## config.mk

```make
export PLATFORM = sky130hd
export DESIGN_NAME = regfile_rename_flat
export DESIGN_NICKNAME = d
export VERILOG_FILES = /design/src/rtl/regfile_rename_pkg.sv /design/src/rtl/regfile_rename_if.sv /design/src/rtl/regfile_rd_port.sv /design/src/rtl/regfile_rename.sv /design/src/flat_wrapper.sv
export SDC_FILE = /design/constraint.sdc
export NUM_CORES = 2
export LEC_CHECK = 0
export ABC_AREA = 1
export ABC_CLOCK_PERIOD_IN_PS = 4030
export BUFFER_PORTS_ARGS = -buffer_cell sky130_fd_sc_hd__buf_4
export CAP_MARGIN = 10
export CORE_ASPECT_RATIO = 1.2
export CORE_MARGIN = 2
export CORE_UTILIZATION = 35
export CTS_BUF_LIST = sky130_fd_sc_hd__clkbuf_8
export DETAILED_ROUTE_END_ITERATION = 7
export RECOVER_POWER = 100
export SYNTH_ARGS = -nofsm -noshare
export SYNTH_HDL_FRONTEND = slang
export SYNTH_SLANG_ARGS = --single-unit
```

## constraint.sdc

```tcl
create_clock -name clk_in -period 4.03 [get_ports clk_in]
set_input_delay 0.403 -clock clk_in [delete_from_list [all_inputs] [get_ports clk_in]]
set_output_delay 0.403 -clock clk_in [all_outputs]
set_load 0.01 [all_outputs]
```

## src/rtl/regfile_rename_pkg.sv

```systemverilog
// Shared defaults and helpers for the register file / rename table slice.
package regfile_rename_pkg;
  localparam int DEF_XLEN  = 32;
  localparam int DEF_NREG  = 32;
  localparam int DEF_ROB_W = 3;

  // Register-id width; never collapses to zero bits for tiny files.
  function automatic int id_width(input int n);
    return (n > 1) ? $clog2(n) : 1;
  endfunction
endpackage

```

## src/rtl/regfile_rename_if.sv

```systemverilog
// Decode/issue + ROB side bus of the register file: reads, ROB queries, renames, commits.
interface regfile_rename_if
  import regfile_rename_pkg::*;
#(
  parameter int XLEN  = DEF_XLEN,
  parameter int NREG  = DEF_NREG,
  parameter int ROB_W = DEF_ROB_W,
  parameter int NRD   = 2,
  parameter int NREN  = 1,
  parameter int NCMT  = 1
) ();
  localparam int RID_W = id_width(NREG);

  logic                             rdy_in;
  logic                             flush_in;
  logic [NRD-1:0][RID_W-1:0]        rd_id;
  logic [NRD-1:0][XLEN-1:0]         rd_val;
  logic [NRD-1:0]                   rd_dep;
  logic [NRD-1:0][ROB_W-1:0]        rd_tag;
  logic [NRD-1:0][ROB_W-1:0]        rob_qtag;
  logic [NRD-1:0]                   rob_qready;
  logic [NRD-1:0][XLEN-1:0]         rob_qval;
  logic [NREN-1:0]                  ren_en;
  logic [NREN-1:0][RID_W-1:0]       ren_id;
  logic [NREN-1:0][ROB_W-1:0]       ren_tag;
  logic [NCMT-1:0]                  cmt_en;
  logic [NCMT-1:0][RID_W-1:0]       cmt_id;
  logic [NCMT-1:0][XLEN-1:0]        cmt_val;
  logic [NCMT-1:0][ROB_W-1:0]       cmt_tag;

  modport master (
    output rdy_in, flush_in, rd_id, rob_qready, rob_qval,
           ren_en, ren_id, ren_tag, cmt_en, cmt_id, cmt_val, cmt_tag,
    input  rd_val, rd_dep, rd_tag, rob_qtag
  );

  modport slave (
    input  rdy_in, flush_in, rd_id, rob_qready, rob_qval,
           ren_en, ren_id, ren_tag, cmt_en, cmt_id, cmt_val, cmt_tag,
    output rd_val, rd_dep, rd_tag, rob_qtag
  );
endinterface

```

## src/rtl/regfile_rd_port.sv

```systemverilog
// One operand lookup: youngest same-cycle rename first, then the table, then the ROB query.
module regfile_rd_port
  import regfile_rename_pkg::*;
#(
  parameter int XLEN  = DEF_XLEN,
  parameter int NREG  = DEF_NREG,
  parameter int ROB_W = DEF_ROB_W,
  parameter int NREN  = 1,
  parameter int RID_W = id_width(NREG)
) (
  input  logic [RID_W-1:0]            rd_id,
  input  logic [NREN-1:0]             ren_en,
  input  logic [NREN-1:0][RID_W-1:0]  ren_id,
  input  logic [NREN-1:0][ROB_W-1:0]  ren_tag,
  input  logic [NREG-1:0][XLEN-1:0]   table_val,
  input  logic [NREG-1:0]             table_busy,
  input  logic [NREG-1:0][ROB_W-1:0]  table_tag,
  input  logic                        rob_qready,
  input  logic [XLEN-1:0]             rob_qval,
  output logic [XLEN-1:0]             rd_val,
  output logic                        rd_dep,
  output logic [ROB_W-1:0]            rd_tag,
  output logic [ROB_W-1:0]            rob_qtag
);
  logic             pend;
  logic [ROB_W-1:0] pend_tag;
  logic             busy;
  logic [ROB_W-1:0] eff_tag;

  // Later ports overwrite earlier ones, so the youngest matching rename wins.
  always_comb begin
    pend     = 1'b0;
    pend_tag = '0;
    for (int k = 0; k < NREN; k++) begin
      if (ren_en[k] && ren_id[k] == rd_id && rd_id != '0) begin
        pend     = 1'b1;
        pend_tag = ren_tag[k];
      end
    end
  end

  assign busy    = pend | table_busy[rd_id];
  assign eff_tag = pend ? pend_tag : (table_busy[rd_id] ? table_tag[rd_id] : '0);

  assign rd_tag   = eff_tag;
  assign rob_qtag = eff_tag;
  assign rd_dep   = busy & ~rob_qready;
  assign rd_val   = busy ? rob_qval : table_val[rd_id];
endmodule

```

## src/rtl/regfile_rename.sv

```systemverilog
// Multi-ported architectural register file with rename table; x0 is never written.
module regfile_rename
  import regfile_rename_pkg::*;
#(
  parameter int XLEN  = DEF_XLEN,
  parameter int NREG  = DEF_NREG,
  parameter int ROB_W = DEF_ROB_W,
  parameter int NRD   = 2,
  parameter int NREN  = 1,
  parameter int NCMT  = 1
) (
  input  logic           clk_in,
  input  logic           rst_in,
  regfile_rename_if.slave bus
);
  localparam int RID_W = id_width(NREG);

  logic [NREG-1:0][XLEN-1:0]  val_reg,  val_next;
  logic [NREG-1:0]            busy_reg, busy_next;
  logic [NREG-1:0][ROB_W-1:0] tag_reg,  tag_next;

  always_comb begin
    logic             ren_hit;
    logic             cmt_clr;
    logic [ROB_W-1:0] ren_t;
    val_next  = val_reg;
    busy_next = busy_reg;
    tag_next  = tag_reg;
    ren_hit   = 1'b0;
    cmt_clr   = 1'b0;
    ren_t     = '0;
    for (int e = 1; e < NREG; e++) begin
      ren_hit = 1'b0;
      cmt_clr = 1'b0;
      ren_t   = '0;
      // Highest commit port writes last; clears compare against the pre-edge tag.
      for (int j = 0; j < NCMT; j++) begin
        if (bus.cmt_en[j] && bus.cmt_id[j] == RID_W'(e)) begin
          val_next[e] = bus.cmt_val[j];
          if (tag_reg[e] == bus.cmt_tag[j]) cmt_clr = 1'b1;
        end
      end
      for (int k = 0; k < NREN; k++) begin
        if (bus.ren_en[k] && bus.ren_id[k] == RID_W'(e)) begin
          ren_hit = 1'b1;
          ren_t   = bus.ren_tag[k];
        end
      end
      // Flush beats rename beats commit-clear; the value write survives all of them.
      if (bus.flush_in) begin
        busy_next[e] = 1'b0;
        tag_next[e]  = '0;
      end else if (ren_hit) begin
        busy_next[e] = 1'b1;
        tag_next[e]  = ren_t;
      end else if (cmt_clr) begin
        busy_next[e] = 1'b0;
        tag_next[e]  = '0;
      end
    end
  end

  always_ff @(posedge clk_in or negedge rst_in) begin
    if (!rst_in) begin
      val_reg  <= '0;
      busy_reg <= '0;
      tag_reg  <= '0;
    end else if (bus.rdy_in) begin
      val_reg  <= val_next;
      busy_reg <= busy_next;
      tag_reg  <= tag_next;
    end
  end

  for (genvar gi = 0; gi < NRD; gi++) begin : g_rd
    regfile_rd_port #(
      .XLEN(XLEN), .NREG(NREG), .ROB_W(ROB_W), .NREN(NREN), .RID_W(RID_W)
    ) u_port (
      .rd_id      (bus.rd_id[gi]),
      .ren_en     (bus.ren_en),
      .ren_id     (bus.ren_id),
      .ren_tag    (bus.ren_tag),
      .table_val  (val_reg),
      .table_busy (busy_reg),
      .table_tag  (tag_reg),
      .rob_qready (bus.rob_qready[gi]),
      .rob_qval   (bus.rob_qval[gi]),
      .rd_val     (bus.rd_val[gi]),
      .rd_dep     (bus.rd_dep[gi]),
      .rd_tag     (bus.rd_tag[gi]),
      .rob_qtag   (bus.rob_qtag[gi])
    );
  end
endmodule

```

## src/flat_wrapper.sv

```systemverilog
// flat-port wrapper written by rule: the top's interface ports become plain ports
module regfile_rename_flat import regfile_rename_pkg::*;
#(
  parameter int XLEN  = DEF_XLEN,
  parameter int NREG  = DEF_NREG,
  parameter int ROB_W = DEF_ROB_W,
  parameter int NRD   = 2,
  parameter int NREN  = 1,
  parameter int NCMT  = 1
)
  (clk_in, rst_in, bus_rdy_in, bus_flush_in, bus_rd_id, bus_rob_qready, bus_rob_qval, bus_ren_en, bus_ren_id, bus_ren_tag, bus_cmt_en, bus_cmt_id, bus_cmt_val, bus_cmt_tag, bus_rd_val, bus_rd_dep, bus_rd_tag, bus_rob_qtag);
  regfile_rename_if #(.XLEN(XLEN), .NREG(NREG), .ROB_W(ROB_W), .NRD(NRD), .NREN(NREN), .NCMT(NCMT)) bus_i ();
  input  logic clk_in;
  input  logic rst_in;
  input wire logic [$bits(bus_i.rdy_in)-1:0] bus_rdy_in;
  input wire logic [$bits(bus_i.flush_in)-1:0] bus_flush_in;
  input wire logic [$bits(bus_i.rd_id)-1:0] bus_rd_id;
  input wire logic [$bits(bus_i.rob_qready)-1:0] bus_rob_qready;
  input wire logic [$bits(bus_i.rob_qval)-1:0] bus_rob_qval;
  input wire logic [$bits(bus_i.ren_en)-1:0] bus_ren_en;
  input wire logic [$bits(bus_i.ren_id)-1:0] bus_ren_id;
  input wire logic [$bits(bus_i.ren_tag)-1:0] bus_ren_tag;
  input wire logic [$bits(bus_i.cmt_en)-1:0] bus_cmt_en;
  input wire logic [$bits(bus_i.cmt_id)-1:0] bus_cmt_id;
  input wire logic [$bits(bus_i.cmt_val)-1:0] bus_cmt_val;
  input wire logic [$bits(bus_i.cmt_tag)-1:0] bus_cmt_tag;
  output wire logic [$bits(bus_i.rd_val)-1:0] bus_rd_val;
  output wire logic [$bits(bus_i.rd_dep)-1:0] bus_rd_dep;
  output wire logic [$bits(bus_i.rd_tag)-1:0] bus_rd_tag;
  output wire logic [$bits(bus_i.rob_qtag)-1:0] bus_rob_qtag;
  assign bus_i.rdy_in = bus_rdy_in;
  assign bus_i.flush_in = bus_flush_in;
  assign bus_i.rd_id = bus_rd_id;
  assign bus_i.rob_qready = bus_rob_qready;
  assign bus_i.rob_qval = bus_rob_qval;
  assign bus_i.ren_en = bus_ren_en;
  assign bus_i.ren_id = bus_ren_id;
  assign bus_i.ren_tag = bus_ren_tag;
  assign bus_i.cmt_en = bus_cmt_en;
  assign bus_i.cmt_id = bus_cmt_id;
  assign bus_i.cmt_val = bus_cmt_val;
  assign bus_i.cmt_tag = bus_cmt_tag;
  assign bus_rd_val = bus_i.rd_val;
  assign bus_rd_dep = bus_i.rd_dep;
  assign bus_rd_tag = bus_i.rd_tag;
  assign bus_rob_qtag = bus_i.rob_qtag;
  regfile_rename #(.XLEN(XLEN), .NREG(NREG), .ROB_W(ROB_W), .NRD(NRD), .NREN(NREN), .NCMT(NCMT)) u_core (.clk_in(clk_in), .rst_in(rst_in), .bus(bus_i));
endmodule
```

# After elaboration in Yosys (flattened, before gate mapping)
# Index checks and enable logic that the tools add are counted.
# totals
register_bits	1116
output_inout_bits	78
elab_cells	689
# op_classes
order_cmp	2
n_eq_ne	95
n_mux	332
bitwise	6
n_reduce_logical	161
# op_table
operator	n
2-to-1 mux 3 bit	132
binary-select mux 32 bit (select 5 bit)	2
2-to-1 mux 1 bit	190
equality test 5 bit, second input constant	32
2-to-1 mux 32 bit	4
AND reduction 2 bit	62
equality test 3 bit	31
nonzero test 3 bit	31
equality test 5 x 4 -> 1 bit, second input constant	16
logical AND 1 bit	66
equality test 5 x 3 -> 1 bit, second input constant	8
binary-select mux 3 bit (select 5 bit)	2
equality test 5 x 2 -> 1 bit, second input constant	4
< comparator 5 x 6 -> 1 bit, second input constant	2
binary-select mux 1 bit (select 5 bit)	2
equality test 5 x 1 -> 1 bit, second input constant	2
equality test 5 bit	2
nonzero test 5 bit	2
AND 1 bit	2
inverter 1 bit	2
bitwise OR 1 bit	2

# Longest topological paths before layout
# logic_depth
ltp_word	6
mapped_depth	14
ltp_nobuf	10

# Cells and area by module
# From an unflattened synthesis, not the netlist that was laid out.
# unflattened
hier_cells	10327
area_unflattened_um2	66817.8
# modules_own_cells
mod	instances	cells_each	area_each_um2	seq_area_each_um2
regfile_rename	1	4321	42204.2	27926.8
regfile_rd_port	2	3003	12306.8	0.0

# Worst setup path before layout
# No wires, ideal clock.
# synth_timing
path_type	input to output
from	in bus_rd_id[5]
to	out bus_rob_qtag[3]
arrival_ns	1.881
required_ns	3.627
setup_slack_ns	1.746
cell_stages	12
n_path_buf	5
path_cell_list	buf_4 > buf_4 > buf_2 > clkbuf_1 > nand2_1 > nand3_1 > nand3_1 > nand3_1 > nand3_1 > nand2_1 > o21bai_1 > buf_4
# synth_via
elab_chain_len	5
elab_cells_between_ends	12
classes_between	1 x eq/ne; 8 x mux; 3 x reduce/logical
# synth_lines
element	line_no	text
start: declaration	flat_wrapper.sv:17	input wire logic [$bits(bus_i.rd_id)-1:0] bus_rd_id;
branches (longest 4 deep; another with binary-select mux 3 bit (select 5 bit))	-	
2-to-1 mux 3 bit (*)	regfile_rd_port.sv:43	assign eff_tag = pend ? pend_tag : (table_busy[rd_id] ? table_tag[rd_id] : '0);
end: declaration	flat_wrapper.sv:30	output wire logic [$bits(bus_i.rob_qtag)-1:0] bus_rob_qtag;
# Mark *: on every way between the ends. The select of a mux whose other input is x is not followed.

# Worst setup path in the final report
# layout_timing
from	in bus_rdy_in
to	reg u_core.val_reg[967] in the netlist's numbering
# layout_via
elab_chain_len	1
# layout_lines
element	line_no	text
start: declaration	flat_wrapper.sv:15	input wire logic [$bits(bus_i.rdy_in)-1:0] bus_rdy_in;
AND reduction 2 bit (no source line)	-	
end signal: assignment	regfile_rename.sv:69	val_reg <= val_next;
end: declaration	regfile_rename.sv:18	logic [NREG-1:0][XLEN-1:0] val_reg, val_next;
# Every way passes these cells.
# A chain may end at the register's enable or synchronous reset.

==> flow_summary.yaml <==
clock_network:
  cts_buffer_depth: 3
  cts_made_buffers: 202
  clk_pin_slew_ns: 0.06
  root_buffer: "clkbuf_8"
  post_cts_resize_count: 0
  clk_latency_ns: 0.94
  cts_tree: "yes"
  htree_levels: 4
  cts_num_sinks: 1116
finish:
  synthToLayoutAreaGrowth_pct: 10.3
  instances_no_fill: 12800
  multi_input_area_um2: 31900
  final.fill_count: 20400
  final_common_cell: "nand2_1"
  largest_reg_flops: 992
  final_cell_mix: "3770 x nand2_1, 2033 x nand3_1, 1220 x inv_1"
  regArea_um2: 27900
  drive_gt1_frac: 0.0570
  final_core_util: 0.389
  nNetsFinal: 10200
  finalInstanceArea_um2: 74800
detailed_routing:
  drtIter0Drc: 10000
  wl_per_cell_um: 22.2
  num_vias: 71500
  ant_nets: 0
  first_pass_iters: 6
  routed_wirelength_um: 286000
  viasPerCell: 5.57
  drt_drc_violations_left: 0
logic_synthesis:
  yosys_warnings: 0
  synth_top_area_frac: 0.412
  syn_inst: 10300
  yosysSeqAreaShare: 0.412
  synth_cell_types: 27
  yosys.area.top_type: "dfrtp_1"
  yosys_register_bits: 1116
  postSynthAreaPerCell_um2: 6.56
  netlist_top_cells_area: "dfrtp_1 41%, nand2_1 21%, nand3_1 15%"
  syn_area_um2: 67800
  syn-num-nets: 10500
outcome:
  violations: "capacitance limit, slew limit"
  status: "complete, but fails checks"
floorplan:
  core_um2: 192000
  rows: 176
  ios: 208
  die_area_um2: 197000
  start_util: 0.353
  dieHeight_um: 486
  die_w_um: 406
sta:
  fmax_mhz: 253
  setup_ws_ns: 0.0812
  drv_slew: 1192
  tightest_slew_ns: 2.80
  slew_headroom: -0.865
  finalSetupViolCount: 0
  hold_viol: 0
  rsz0062_at_grt: "no"
  min_period_over_period: 0.980
  finalSetupTns_ns: 0
  layout_min_cycle_time_ns: 3.95
  fin_skew_ns: 0.0119
min_path:
  hold_class: "input pin to register"
  min_from: "bus_ren_id[2]"
  hold_depth: 6
place:
  gp_congestion: 0.941
  dpl.hpwl_um: 157000
  port_buffers: 207
  dpl.cell_count: 12400
  dp_slack_ns: 0.581
  placed_cell_area_um2: 71400
critical_path:
  r2r_start: "u_core.tag_reg[92]$_DFFE_PN0P_"
  cp-startpoint: "bus_rdy_in"
  critPathRequiredTime_ns: 4.71
  slowest_delay_ns: 1.85
  path_cells: "dlygate4sd3_1 -> clkbuf_1 -> inv_1 -> nor2_1 -> inv_1 -> nor2_1 -> clkbuf_2 -> o21ai_0"
  critPathMaxFanout: 64
  start_kind: "input pin"
  crit_slowest_cell: "clkbuf_2"
  worstRegToRegCells: 6
  path_class: "input pin to register"
  cp-end-kind: "register"
  critPathArrivalTime_ns: 4.63
pwr:
  powerDensity_nw_per_um2: 430
  p_leak_nw: 36.2
  vdd_drop_max_mv: 0.397
global_route:
  grt_pass1_wl_um: 427000
  grt_max_degree: 160
  grt_pass1_vias: 67900
  antenna_found_initial: 20
  grt_use_total: 0.284
  grt-ovfl-total: 0
job:
  drv_cap: 25
## power by group
group	switching, mW	total (mW)	internal [mW]
sequential	0.551	13.6	13.1
clock	5.18	10.9	5.69
combinational	5.34	7.65	2.31
## metal layers
layer  global-route usage  up-vias  part of all wire
li1                     -    32200                 -
met1                0.377    33800              0.39
met2                0.438     4614              0.43
met3               0.0596      888              0.12
met4                0.136       10             0.053
met5                    0        -           0.00037
## worst paths after layout
path	endpoint	slack, ns
max in group asynchronous	u_core.val_reg[823]$_DFFE_PN0P_	0.43
min in group asynchronous	u_core.tag_reg[60]$_DFFE_PN0P_	0.88
setup reg to reg	u_core.tag_reg[92]$_DFFE_PN0P_	2.52
hold reg to reg	u_core.val_reg[207]$_DFFE_PN0P_	0.49
hold / removal	u_core.tag_reg[49]$_DFFE_PN0P_	0.09
setup / recovery	u_core.val_reg[967]$_DFFE_PN0P_	0.08
## cell type report
cell class	instances	area share
multi-input cells	7213	0.427
flip-flops and latches	1116	0.373
inverters	1156	0.0586
clock buffers	256	0.0471
repair buffers	409	0.0439
well taps	2581	0.0432
clock inverters	101	0.00669
diodes	7	0.000234
## critical path: cells and delay by family
family / cells / cell delay [ns]
and+or+nand+nor: 2 / 0.58
AOI/OAI and AO/OA: 1 / 0.24
buffers and inverters: 5 / 3.29
## through the flow
stage / hold slack, ns / total power, mW
2_1_floorplan: 0.107 / 18.9
6_report: 0.0935 / 32.2
3_5_place_dp: 0.473 / 21.4
5_1_grt: 0.118 / 34.0
4_1_cts: 0.0220 / 32.3
3_3_place_gp: 0.467 / 21.1
## cells by family (layout without fill, tap and decap cells)
family,count (synthesis),in the layout,synth area share
AOI/OAI and AO/OA,1186,1186,0.0901
xor gates and xnor gates,95,95,0.0123
buffers and inverters,2000,1922,0.118
DFF,1116,1116,0.412
other,0,7,0
and+or+nand+nor,5932,5932,0.368
## synthesized netlist by cell type (all sizes together)
cell and instances:
nand2 3775, nand3 2033, inv 1153, dfrtp 1116, o21ai 1069, buf 440
clkbuf 404, o22ai 84, nor2 81, xnor2 64, nand4 32, xor2 31
o211ai 20, nor3 9, a21oi 6, o21bai 6, clkinv 3, or2 2
o31ai 1
## timing repair
action / CTS / global route
endpoints found under the hold margin: 1087 / 0
hold buffers: 38 / 0
buffers inserted: 0 / 0
endpoints found under the setup margin: 0 / 0
(Power assumes the default switching activity.)
